===== config.mk =====
export PLATFORM = sky130hd
export DESIGN_NAME = interleaver
export DESIGN_NICKNAME = d
export VERILOG_FILES = /design/src/rtl/interleaver.sv
export SDC_FILE = /design/constraint.sdc
export NUM_CORES = 1
export LEC_CHECK = 0
export CAP_MARGIN = 20
export CORE_MARGIN = 10
export CORE_UTILIZATION = 64
export CTS_CLUSTER_SIZE = 20
export DETAILED_ROUTE_END_ITERATION = 8
export GPL_ROUTABILITY_DRIVEN = 0
export PLACE_DENSITY_LB_ADDON = 0.05
export SLEW_MARGIN = 0
export SYNTH_ARGS = -nofsm -noshare
export SYNTH_HDL_FRONTEND = slang
export SYNTH_SLANG_ARGS = --single-unit

===== constraint.sdc =====
create_clock -name Clk -period 7.8 [get_ports Clk]
set_input_delay 0.78 -clock Clk [delete_from_list [all_inputs] [get_ports Clk]]
set_output_delay 0.78 -clock Clk [all_outputs]
set_load 0.05 [all_outputs]

===== src/rtl/interleaver.sv =====
// Bit-serial IEEE 802.11a block interleaver with ping-pong symbol banks.
// Define INTERLEAVER_STRICT_RATE_EN to refuse symbols whose Rate code is illegal.
module interleaver #(
   parameter int unsigned MAXBITS = 288
) (
   input  logic       Clk,
   input  logic       Reset,
   input  logic       Start,
   input  logic       x,
   input  logic [3:0] Rate,
   output logic       y,
   output logic       Valid
);

   localparam int unsigned KW = $clog2(MAXBITS);
   localparam int unsigned AW = $clog2(2 * MAXBITS);

   typedef enum logic [1:0] {Mode48, Mode96, Mode192, Mode288} mode_e;

   function automatic logic [KW-1:0] ncbps_of(input mode_e m);
      case (m)
         Mode96:  ncbps_of = KW'(96);
         Mode192: ncbps_of = KW'(192);
         Mode288: ncbps_of = KW'(288);
         default: ncbps_of = KW'(48);
      endcase
   endfunction

   // Column count (NCBPS/16) of the first permutation step.
   function automatic logic [KW-1:0] cols_of(input mode_e m);
      case (m)
         Mode96:  cols_of = KW'(6);
         Mode192: cols_of = KW'(12);
         Mode288: cols_of = KW'(18);
         default: cols_of = KW'(3);
      endcase
   endfunction

   mode_e         rate_mode;
   logic          rate_ok;

   always_comb begin
      rate_mode = Mode48;
      rate_ok   = 1'b1;
      case (Rate)
         4'b1101, 4'b1111: rate_mode = Mode48;
         4'b0101, 4'b0111: rate_mode = Mode96;
         4'b1001, 4'b1011: rate_mode = Mode192;
         4'b0001, 4'b0011: rate_mode = Mode288;
         default: begin
`ifdef INTERLEAVER_STRICT_RATE_EN
            rate_ok = 1'b0;
`else
            rate_ok = 1'b1;
`endif
         end
      endcase
   end

   logic [KW-1:0] k_q, k_d;
   mode_e         mode_q, mode_d;
   logic          fill_bank_q, fill_bank_d;
   mode_e         cur_mode;
   logic          accept;
   logic          sym_done;

   // Rate is only looked at on the first bit; later bits use the latched mode.
   assign cur_mode = (k_q == '0) ? rate_mode : mode_q;
   assign accept   = Start && ((k_q != '0) || rate_ok);

   logic [3:0]    k_lo;
   logic [KW-1:0] k_hi;
   logic [KW-1:0] perm_i;
   logic [KW-1:0] perm_j;
   logic [1:0]    hi_mod3;
   logic [1:0]    lo_mod3;
   logic [2:0]    diff3;
   logic [1:0]    t3;

   // floor(16*i/NCBPS) collapses to k mod 16, and NCBPS mod s is always 0,
   // so the second step only needs (i - k_lo) mod s.
   always_comb begin
      k_lo    = k_q[3:0];
      k_hi    = k_q >> 4;
      perm_i  = cols_of(cur_mode) * {{(KW-4){1'b0}}, k_lo} + k_hi;
      hi_mod3 = 2'(k_hi % KW'(3));
      lo_mod3 = 2'(k_lo % 4'd3);
      diff3   = {1'b0, hi_mod3} + 3'd3 - {1'b0, lo_mod3};
      t3      = (diff3 >= 3'd3) ? 2'(diff3 - 3'd3) : diff3[1:0];
      case (cur_mode)
         Mode192: perm_j = {perm_i[KW-1:1], perm_i[0] ^ k_lo[0]};
         Mode288: perm_j = perm_i - {{(KW-2){1'b0}}, hi_mod3} + {{(KW-2){1'b0}}, t3};
         default: perm_j = perm_i;
      endcase
   end

   always_comb begin
      k_d         = k_q;
      mode_d      = mode_q;
      fill_bank_d = fill_bank_q;
      sym_done    = 1'b0;
      if (accept) begin
         if (k_q == '0) begin
            mode_d = rate_mode;
         end
         if (k_q == ncbps_of(cur_mode) - KW'(1)) begin
            k_d         = '0;
            fill_bank_d = ~fill_bank_q;
            sym_done    = 1'b1;
         end else begin
            k_d = k_q + KW'(1);
         end
      end
   end

   logic          buf_mem [2*MAXBITS];
   logic [AW-1:0] wr_ptr;
   logic [AW-1:0] rd_ptr;

   assign wr_ptr = fill_bank_q ? AW'(perm_j) + AW'(MAXBITS) : AW'(perm_j);

   always_ff @(posedge Clk) begin
      if (accept) begin
         buf_mem[wr_ptr] <= x;
      end
   end

   logic          rd_active_q, rd_active_d;
   logic [KW-1:0] rd_addr_q, rd_addr_d;
   logic          rd_bank_q, rd_bank_d;
   mode_e         rd_mode_q, rd_mode_d;
   logic          y_q, y_d;
   logic          valid_q, valid_d;

   assign rd_ptr = rd_bank_q ? AW'(rd_addr_q) + AW'(MAXBITS) : AW'(rd_addr_q);

   always_comb begin
      rd_active_d = rd_active_q;
      rd_addr_d   = rd_addr_q;
      rd_bank_d   = rd_bank_q;
      rd_mode_d   = rd_mode_q;
      y_d         = 1'b0;
      valid_d     = 1'b0;
      if (rd_active_q) begin
         y_d     = buf_mem[rd_ptr];
         valid_d = 1'b1;
         if (rd_addr_q == ncbps_of(rd_mode_q) - KW'(1)) begin
            rd_active_d = 1'b0;
         end else begin
            rd_addr_d = rd_addr_q + KW'(1);
         end
      end
      // A freshly completed bank takes over the read side; in a steady stream this
      // coincides with the last read of the previous bank.
      if (sym_done) begin
         rd_active_d = 1'b1;
         rd_addr_d   = '0;
         rd_bank_d   = fill_bank_q;
         rd_mode_d   = cur_mode;
      end
   end

   always_ff @(posedge Clk or negedge Reset) begin
      if (!Reset) begin
         k_q         <= '0;
         mode_q      <= Mode48;
         fill_bank_q <= 1'b0;
         rd_active_q <= 1'b0;
         rd_addr_q   <= '0;
         rd_bank_q   <= 1'b0;
         rd_mode_q   <= Mode48;
         y_q         <= 1'b0;
         valid_q     <= 1'b0;
      end else begin
         k_q         <= k_d;
         mode_q      <= mode_d;
         fill_bank_q <= fill_bank_d;
         rd_active_q <= rd_active_d;
         rd_addr_q   <= rd_addr_d;
         rd_bank_q   <= rd_bank_d;
         rd_mode_q   <= rd_mode_d;
         y_q         <= y_d;
         valid_q     <= valid_d;
      end
   end

   assign y     = y_q;
   assign Valid = valid_q;

endmodule


# Word-level counts from Yosys, hierarchy flattened
# Memory sizes are Yosys's and may differ from the RTL's.
# Cells that the tools add are included.
dict set report op_classes {
  muxes 24
  div_mod_pow 2
  bitwise_logic 2
  multipliers 1
  n_addsub 12
  n_eq_ne 15
  n_reduce_logical 7
  magnitude_cmp 1
}
# op count
set op_table {}
lappend op_table {{9-bit 2-to-1 mux} 6}
lappend op_table {{9-bit case mux with 3 select lines} 2}
lappend op_table {{9-bit by 9-bit adder with 10-bit output (second input constant)} 2}
lappend op_table {{10-bit 2-to-1 mux} 2}
lappend op_table {{9-bit by 1-bit adder with 9-bit output (second input constant)} 2}
lappend op_table {{9-bit equality test} 2}
lappend op_table {{9-bit case mux with 2 select lines} 1}
lappend op_table {{9-bit by 1-bit subtractor with 9-bit output (second input constant)} 2}
lappend op_table {{5-bit case mux with 3 select lines} 1}
lappend op_table {{9-bit by 2-bit adder with 9-bit output} 1}
lappend op_table {{9-bit by 5-bit adder with 9-bit output} 1}
lappend op_table {{9-bit logical NOT} 1}
lappend op_table {{5-bit by 2-bit modulo with 9-bit output (second input constant)} 1}
lappend op_table {{9-bit by 4-bit multiplier with 9-bit output} 1}
lappend op_table {{1-bit 2-to-1 mux} 9}
lappend op_table {{9-bit by 2-bit subtractor with 9-bit output} 1}
lappend op_table {{2-bit equality test (second input constant)} 4}
lappend op_table {{4-bit by 3-bit equality test with 1-bit output (second input constant)} 2}
lappend op_table {{4-bit equality test (second input constant)} 2}
lappend op_table {{2-bit case mux with 3 select lines} 1}
lappend op_table {{2-bit OR reduction} 3}
lappend op_table {{2-bit by 1-bit equality test with 1-bit output (second input constant)} 2}
lappend op_table {{4-bit by 1-bit equality test with 1-bit output (second input constant)} 1}
lappend op_table {{4-bit by 2-bit equality test with 1-bit output (second input constant)} 1}
lappend op_table {{11 further kinds} 13}
dict set report word_totals {
  output_inout_bits 2
  regBits 27
  memories 1
  elab_cells 74
  ram_bits 576
}
# name words word_bits read_ports rd_ports_with_merged_regs wr line
set mem_list {}
lappend mem_list {buf_mem 576 1 1 0 1 116} ;# logic buf_mem [2*MAXBITS];

# Logic depth before layout (Yosys ltp)
# Gate-level depths: netlist of the first run.
dict set report depth {
  depth_word 13
  depth_mapped 34
  mapped_depth_nobuf 32
}

# Worst setup path before layout of the first run
# OpenSTA, ideal clock, no wires.
dict set report synth_path {
  path_kind {flip-flop to flip-flop}
  start {register k_q[6]}
  end {memory buf_mem[569] (enable)}
  period_less_slack_ps 7119
  path_slack_ps 681
  setup_time_ps 327
  path_stages_with_launch 27
  t_arrival_ps 6792
  path_cell_list {dfrtp_1 -> buf_1 -> nor4_1 -> nand4_1 -> a21oi_1 -> inv_1 -> ha_1 -> inv_1 -> nand2_1 -> fa_1 -> inv_1 -> fa_1 -> fa_1 -> ha_1 -> o21ai_1 -> a21o_1 -> a21boi_1 -> inv_1 -> ha_1 -> mux2i_1 -> nor2_1 -> a221o_1 -> ha_1 -> mux2i_2 -> nand2_1 -> clkbuf_1 -> nor4_1}
}
dict set report synth_via {
  elab_chain_cells 11
}
# element line
set synth_lines {}
lappend synth_lines {{start, declared} 60} ;# logic [KW-1:0] k_q, k_d;
lappend synth_lines {{start signal, assigned} 175} ;# k_q <= k_d;
lappend synth_lines {{9-bit logical NOT (*)} 68} ;# assign cur_mode = (k_q == '0) ? rate_mode : mode_q;
lappend synth_lines {{2-bit 2-to-1 mux (*)} n/a}
lappend synth_lines {{named net cur_mode[1]} 63} ;# mode_e cur_mode;
lappend synth_lines {{2-bit equality test or 2-bit by 1-bit equality test with 1-bit output (tied branches)} {31, 90}}
lappend synth_lines {{5-bit case mux with 3 select lines} 31} ;# case (m)
lappend synth_lines {{9-bit by 4-bit multiplier with 9-bit output} 85} ;# perm_i = cols_of(cur_mode) * {{(KW-4){1'b0}}, k_lo} + k_hi;
lappend synth_lines {{9-bit by 5-bit adder with 9-bit output} 85}
lappend synth_lines {{9-bit by 2-bit subtractor with 9-bit output} 92} ;# Mode288: perm_j = perm_i - {{(KW-2){1'b0}}, hi_mod3} + {{(KW-2){1'b0}}, t3};
lappend synth_lines {{9-bit by 2-bit adder with 9-bit output} 92}
lappend synth_lines {{9-bit case mux with 2 select lines (*)} 90} ;# case (cur_mode)
lappend synth_lines {{9-bit by 9-bit adder with 10-bit output} 120} ;# assign wr_ptr = fill_bank_q ? AW'(perm_j) + AW'(MAXBITS) : AW'(perm_j);
lappend synth_lines {{10-bit 2-to-1 mux (*)} 120}
lappend synth_lines {{end, declared} 116}
# The timed path passes the listed nets; every way through them passes the cells marked *.

# Worst setup path in the final report of the first run
dict set report layout_path {
  start {register k_q[2]}
  end {memory buf_mem[146] (enable)}
}
dict set report layout_via {
  elab_chain_cells 11
}
# element line
set layout_lines {}
lappend layout_lines {{9-bit logical NOT} 68}
lappend layout_lines {{2-bit 2-to-1 mux} n/a}
lappend layout_lines {{2-bit equality test or 2-bit by 1-bit equality test with 1-bit output (tied branches)} {31, 90}}
lappend layout_lines {{5-bit case mux with 3 select lines} 31}
lappend layout_lines {{9-bit by 4-bit multiplier with 9-bit output} 85}
lappend layout_lines {{9-bit by 5-bit adder with 9-bit output} 85}
lappend layout_lines {{9-bit by 2-bit subtractor with 9-bit output} 92}
lappend layout_lines {{9-bit by 2-bit adder with 9-bit output} 92}
lappend layout_lines {{9-bit case mux with 2 select lines (*)} 90}
lappend layout_lines {{9-bit by 9-bit adder with 10-bit output} 120}
lappend layout_lines {{10-bit 2-to-1 mux (*)} 120}
# Every way passes the cells marked *; elsewhere a longest branch is shown, timed or not.

==> results of run 1 <==
## synth_stat cells (29+ instances only)
library cell | n | area, sq um
nor4_1 | 38 | 237.7
nor2_1 | 295 | 1107
nand3_1 | 31 | 155.2
o21ai_0 | 29 | 145.1
clkbuf_1 | 134 | 503.0
inv_1 | 42 | 157.7
nand2_1 | 83 | 311.6
a21oi_1 | 38 | 190.2
mux2i_1 | 41 | 410.4
a22oi_1 | 32 | 240.2
ha_1 | 45 | 563.0
nor3_1 | 325 | 1627
edfxtp_1 | 576 | 17300
mux4_2 | 143 | 3221
buf_2 | 48 | 240.2
## logic make-up after synthesis
kind of cell / share of synthesized area
AO/OA/AOI/OAI: 0.04150
AND/OR/NAND/NOR: 0.1435
adder cells (fa/ha/maj): 0.02809
flip-flops: 0.6132
multiplexers: 0.1270
buffers and inverters: 0.03624
XOR/XNOR: 0.01037
## worst paths after layout
| kind | from | to | slack, ps | cells after the start |
|---|---|---|---|---|
| min in group asynchronous | Reset | mode_q[1]$_DFFE_PN0P_ | 550 | 2 |
| setup reg to reg | k_q[2]$_DFFE_PN0P_ | buf_mem[146]$_DFFE_PP_ | 430 | 28 |
| hold / removal | rd_active_q$_DFF_PN0_ | Valid$_DFF_PN0_ | 490 | 0 |
| setup / recovery | k_q[2]$_DFFE_PN0P_ | buf_mem[146]$_DFFE_PP_ | 430 | 28 |
| hold reg to reg | rd_active_q$_DFF_PN0_ | Valid$_DFF_PN0_ | 490 | 0 |
| max in group asynchronous | Reset | rd_addr_q[0]$_DFFE_PN0P_ | 6910 | 2 |
## through the flow
step	util	hold slack [ps]	area, sq um
final	0.7094	485.2	32120
after global routing	0.7094	490.8	32120
after CTS	0.7055	477.8	31950
after detailed placement	0.6645	464.0	30090
after global placement	0.6643	461.6	30080
after floorplan	-	393.5	29310
## layout make-up
type / count / area, sq um / area share
multi-input combinational: 1346 / 10430 / 0.3248
clock inverter: 25 / 168.9 / 0.005258
inverter: 44 / 165.2 / 0.005141
timing repair buffer: 106 / 960.9 / 0.02991
tap: 600 / 750.7 / 0.02337
sequential: 603 / 17980 / 0.5597
clock buffer: 82 / 1665 / 0.05184
## repair_timing
action | 4_1_cts | 5_1_grt
buffers inserted | 1 | 1
resized for setup | 3 | 28
gates cloned | 0 | 0
setup endpoints to repair | 7 | 568
pin swaps | 1 | 0
## registers in the layout, summed over array words and instances, names as in the netlist
name and flops:
buf_mem 576, k_q 9, rd_addr_q 9, mode_q 2, rd_mode_q 2, Valid 1, fill_bank_q 1, rd_active_q 1
rd_bank_q 1, y 1
## metal layers
| metal | track usage | wire (um) |
|---|---|---|
| met3 | 0.05257 | 6878 |
| met2 | 0.4184 | 33720 |
| met4 | 0.08385 | 2054 |
| met5 | 0.006244 | 42 |
| met1 | 0.3807 | 29150 |
==> flow_summary.toml, run 1 <==
[status]
outcome = "finished clean"

[routing]
wirelength_mm = 71.85
vias_per_cell = 6.691
firstDrtPassIters = 5
drt_first_iter_violations = 2499
detail_route.drc_violations = 0
dr_total_vias = 18774
detail_route.wl_per_cell_um = 25.60
detail_route_antenna_nets = 0

[clock_tree]
cts_max_path_buffers = 3
cts.root.buffer_cell = "clkbuf_16"
clkSlewWorstSetupHoldPaths_ps = 60
worstSkewPairLatency_ps = 630
cts-htree-levels = 2
clkSinkCount = 603
number_of_hold_buffers_added_after_cts = 0
cts_tree = "done"
tritoncts.num_buffers = 59

[place]
dp_hpwl_mm = 43.89
placed_cells = 2695
portBuffers = 8
dpl_worst_slack_ps = -144.5

[global_route]
grt_antenna_before_repair = 0
largest_net_degree_at_the_start_of_global_routing = 227
grtUsageTotal = 0.2688
global_route.overflow_total = 0
grt_pass1_vias = 18755
grt_first_pass_wirelength_mm = 111.3

[sta]
tns_ps = 0
timing.fmax_ghz = 0.1356
worst_case_clock_skew_ps = 15.19
number_of_pins_exceeding_their_max_slew_limit_in_the_final_report = 0
final.min_clock_period_ps = 7373
postLayoutSetupSlackWorst_ps = 427.4
report.final.hold_viol_count = 0
fin_crit_sh = 0.9452
slew_headroom = 0.2099
worst_slew_pin_tran_ps = 1185
timing.final.setup_violations = 0

[flow_run]
max-cap-violations = 0

[cells_and_area]
layout.cells.most_common_list = "edfxtp_1 (576), nor3_1 (309), nor2_1 (295)"
drive_gt1_frac = 0.1822
number_of_antenna_diodes = 0
layout_commonest_cell = "edfxtp_1"
layoutNonFillerInstCount = 2806
final_nets = 2226
n_fill_cell = 3104
area.growth.synth_to_final_pct = 9.610

[die]
floorplan.die.height_um = 234.0
core_region_area_sq_um = 45280
rows = 78
fp.dieArea_sq_um = 54750
die-width_um = 234.0
initial_core_util = 0.6472
top_level_ports = 10

[logic_synthesis]
synth_edf_count = 576
netlist-cell-type-count = 72
synth-seq-cells = 603
seq_area_frac_synth = 0.6132
main_synth_ff_type = "edfxtp_1"
mappedNetlistNets = 2261
yosys_warnings = 0
postSynthCellCount = 2195
netlist_area_sq_um = 29310
synth_async_sr_flop_share = 0.04478
synth_area_per_cell_sq_um = 13.35

[worst_setup_path]
timing.critical_path.buf_inv = 5
worstPathRequired_ps = 8110
max_fo_critical_path = 32
path_delay_family = "adder cells"
cp_common_cell = "ha_1"
worstSetupEndpointType = "flop"
arrival_time_worst_endpoint_ps = 7680
crit_slowest_cell = "fa_1"
critical_setup_path_kind = "reg -> reg"
slowest_delay_ps = 530
critPathLaunchType = "flop"

[worst_hold_path]
hold_class = "reg -> reg"
Power of run 1 is not shown: default switching activity piles up to over one toggle a cycle in this logic, so the estimate is an artifact.
==> inputs of run 2 (changes only) <==
--- a/config.mk
+++ b/config.mk
@@ -5,6 +5,7 @@
 export SDC_FILE = /design/constraint.sdc
 export NUM_CORES = 1
 export LEC_CHECK = 0
+export ABC_AREA = 1
 export CAP_MARGIN = 20
 export CORE_MARGIN = 10
 export CORE_UTILIZATION = 64
==> run 2 against run 1 <==
Non-clock buffer count shrank 49. Critical path depth grew 5. Final cell count grew 29%.
==> flow_summary.toml, run 2 <==
[global_route]
global_route.overflow_total = 0
grt_pass1_vias = 20694
largest_net_degree_at_the_start_of_global_routing = 298
grtUsageTotal = 0.2706
grt_antenna_before_repair = 0
grt_first_pass_wirelength_mm = 114.3

[sta]
slew_headroom = 0.1883
fin_crit_sh = 0.9449
grt_setup_unrepaired = "no"
timing.final.setup_violations = 0
whs_ps = 415.3
number_of_pins_exceeding_their_max_slew_limit_in_the_final_report = 0
final.min_clock_period_ps = 7370
worst_case_clock_skew_ps = 23.91
tns_ps = 0
timing.fmax_ghz = 0.1357
worst_slew_pin_tran_ps = 1218
report.final.hold_viol_count = 0

[logic_synthesis]
synth_area_per_cell_sq_um = 9.597
mappedNetlistNets = 3126
synth_most_common_cell = "nor2_1"
netlist_area_sq_um = 29370
synth-seq-cells = 603
post-synth-top-area-fraction = 0.5890
seq_area_frac_synth = 0.6120
synth_commonest_cells = "nor2_1 (684), nand2_1 (612), edfxtp_1 (576)"
synth_async_sr_flop_share = 0.04478
cell_type_contributing_the_most_total_cell_area_after_synthesis = "edfxtp_1"
main_synth_ff_type = "edfxtp_1"
synth_area_leaders = "edfxtp_1 (59%), nor2_1 (8.7%), nand2_1 (7.8%), nand3_1 (7.2%), dfrtp_1 (2.3%)"
postSynthCellCount = 3060
netlist-cell-type-count = 52
yosys_warnings = 0
synth_edf_count = 576

[flow_run]
max-cap-violations = 0

[cells_and_area]
area.growth.synth_to_final_pct = 7.823
drive_gt1_frac = 0.08488
layout.cells.most_common_list = "nor2_1 (684), nand2_1 (612), edfxtp_1 (576)"
largest_reg_flops = 576
reg_top3 = "buf_mem (576), k_q (9), rd_addr_q (9)"
number_of_antenna_diodes = 0
layoutNonFillerInstCount = 3616
largest-register = "buf_mem"
layout_commonest_cell = "nor2_1"
final_nets = 3032
post-route-util = 0.6977

[worst_setup_path]
max_fo_critical_path = 32
path_delay_family = "adder cells"
timing.rr.start = "k_q[1]$_DFFE_PN0P_"
worstPathRequired_ps = 8120
timing.critical_path.buf_inv = 6
critical_setup_path_kind = "reg -> reg"
worstSetupEndpointType = "flop"
arrival_time_worst_endpoint_ps = 7690
crit_slowest_cell = "fa_1"
critical_path.startpoint = "k_q[1]$_DFFE_PN0P_"
cp_common_cell = "nand2_1"
slowest_delay_ps = 550
critPathLaunchType = "flop"

[routing]
detail_route.drc_violations = 0
wirelength_mm = 74.21
dr_total_vias = 21907
firstDrtPassIters = 6
detail_route.wl_per_cell_um = 20.52
vias_per_cell = 6.058
drt_first_iter_violations = 2830
detail_route_antenna_nets = 0

[clock_tree]
cts_max_path_buffers = 3
post_cts.repair.setup_buffers = 0
tritoncts.num_buffers = 59
clkSinkCount = 603
number_of_hold_buffers_added_after_cts = 0
worstSkewPairLatency_ps = 640
ctsResizeCount = 0
clkSlewWorstSetupHoldPaths_ps = 60
cts_tree = "done"
cts.root.buffer_cell = "clkbuf_16"
cts-htree-levels = 2

[die]
top_level_ports = 10
initial_core_util = 0.6471
fp.dieArea_sq_um = 54850
rows = 78
core_region_area_sq_um = 45380
die-width_um = 234.2
floorplan.die.height_um = 234.2

[status]
outcome = "finished clean"

[worst_hold_path]
start_point_of_the_worst_hold_path = "rd_active_q$_DFF_PN0_"
hold_class = "reg -> reg"

[place]
dp_hpwl_mm = 41.06
placed_cells = 3505
portBuffers = 8
==> run 2: cell count changes after synthesis, sizes merged, moves of 27 or more <==
cell and change:
o21ai +74, a22oi -31, nand3 +393, nand2 +551, inv +77, or3 -27, nor3 -309, mux2i -42
mux4 -143, nor4 -36, nor2 +433
==> run 2: path summary, 6_finish.rpt <==
| check | slack [ps] | cells past startpoint | endpoint |
|---|---|---|---|
| worst max-delay path | 430 | 33 | buf_mem[21]$_DFFE_PP_ |
| worst min-delay path | 420 | 0 | Valid$_DFF_PN0_ |
| worst max register to register | 430 | 33 | buf_mem[21]$_DFFE_PP_ |
| worst min register to register | 420 | 0 | Valid$_DFF_PN0_ |
| max in group asynchronous | 6970 | 2 | rd_addr_q[1]$_DFFE_PN0P_ |
| min in group asynchronous | 510 | 2 | Valid$_DFF_PN0_ |
==> run 2: layer usage <==
metal / GRT usage / vias to the layer above / wire (um)
li1: - / 10123 / -
met1: 0.3661 / 10618 / 29500
met2: 0.4485 / 1030 / 35400
met3: 0.03843 / 136 / 7322
met4: 0.08406 / 0 / 1988
met5: 0 / - / 0
==> run 2: layout make-up <==
class | count | area, sq um
Clock inverter | 34 | 326.6
Fill cell | 3438 | 13720
Inverter | 123 | 474.2
Tap cell | 600 | 750.7
Clock buffer | 77 | 1595
Sequential cell | 603 | 17980
Multi-Input combinational cell | 2122 | 10050
Timing Repair Buffer | 57 | 481.7
==> run 2: cell families after synthesis <==
family / synth area share
muxes: 0.001108
xor gates and xnor gates: 0.004985
AOI/OAI and AO/OA: 0.04078
buffers and inverters: 0.04568
adders and majority gates: 0.02804
and+or+nand+nor: 0.2674
DFF: 0.6120
==> run 2: worst register-to-register path, delay by kind of cell (launching register included) <==
kind,cells,cell delay (ps)
AO/OA/AOI/OAI,3,500
AND/OR/NAND/NOR,15,1910
adder cells (fa/ha/maj),8,2980
flip-flops,1,490
multiplexers,1,340
buffers and inverters,6,840
==> run 2: per-stage QoR <==
stage | setup WS (ps) | area (sq um)
after floorplan | 918.2 | 29370
after global placement | 541.1 | 29730
after detailed placement | 363.1 | 29730
after CTS | 331.5 | 31660
after global routing | 9.545 | 31660
final | 429.7 | 31660
Power of run 2 is left out for the same reason.
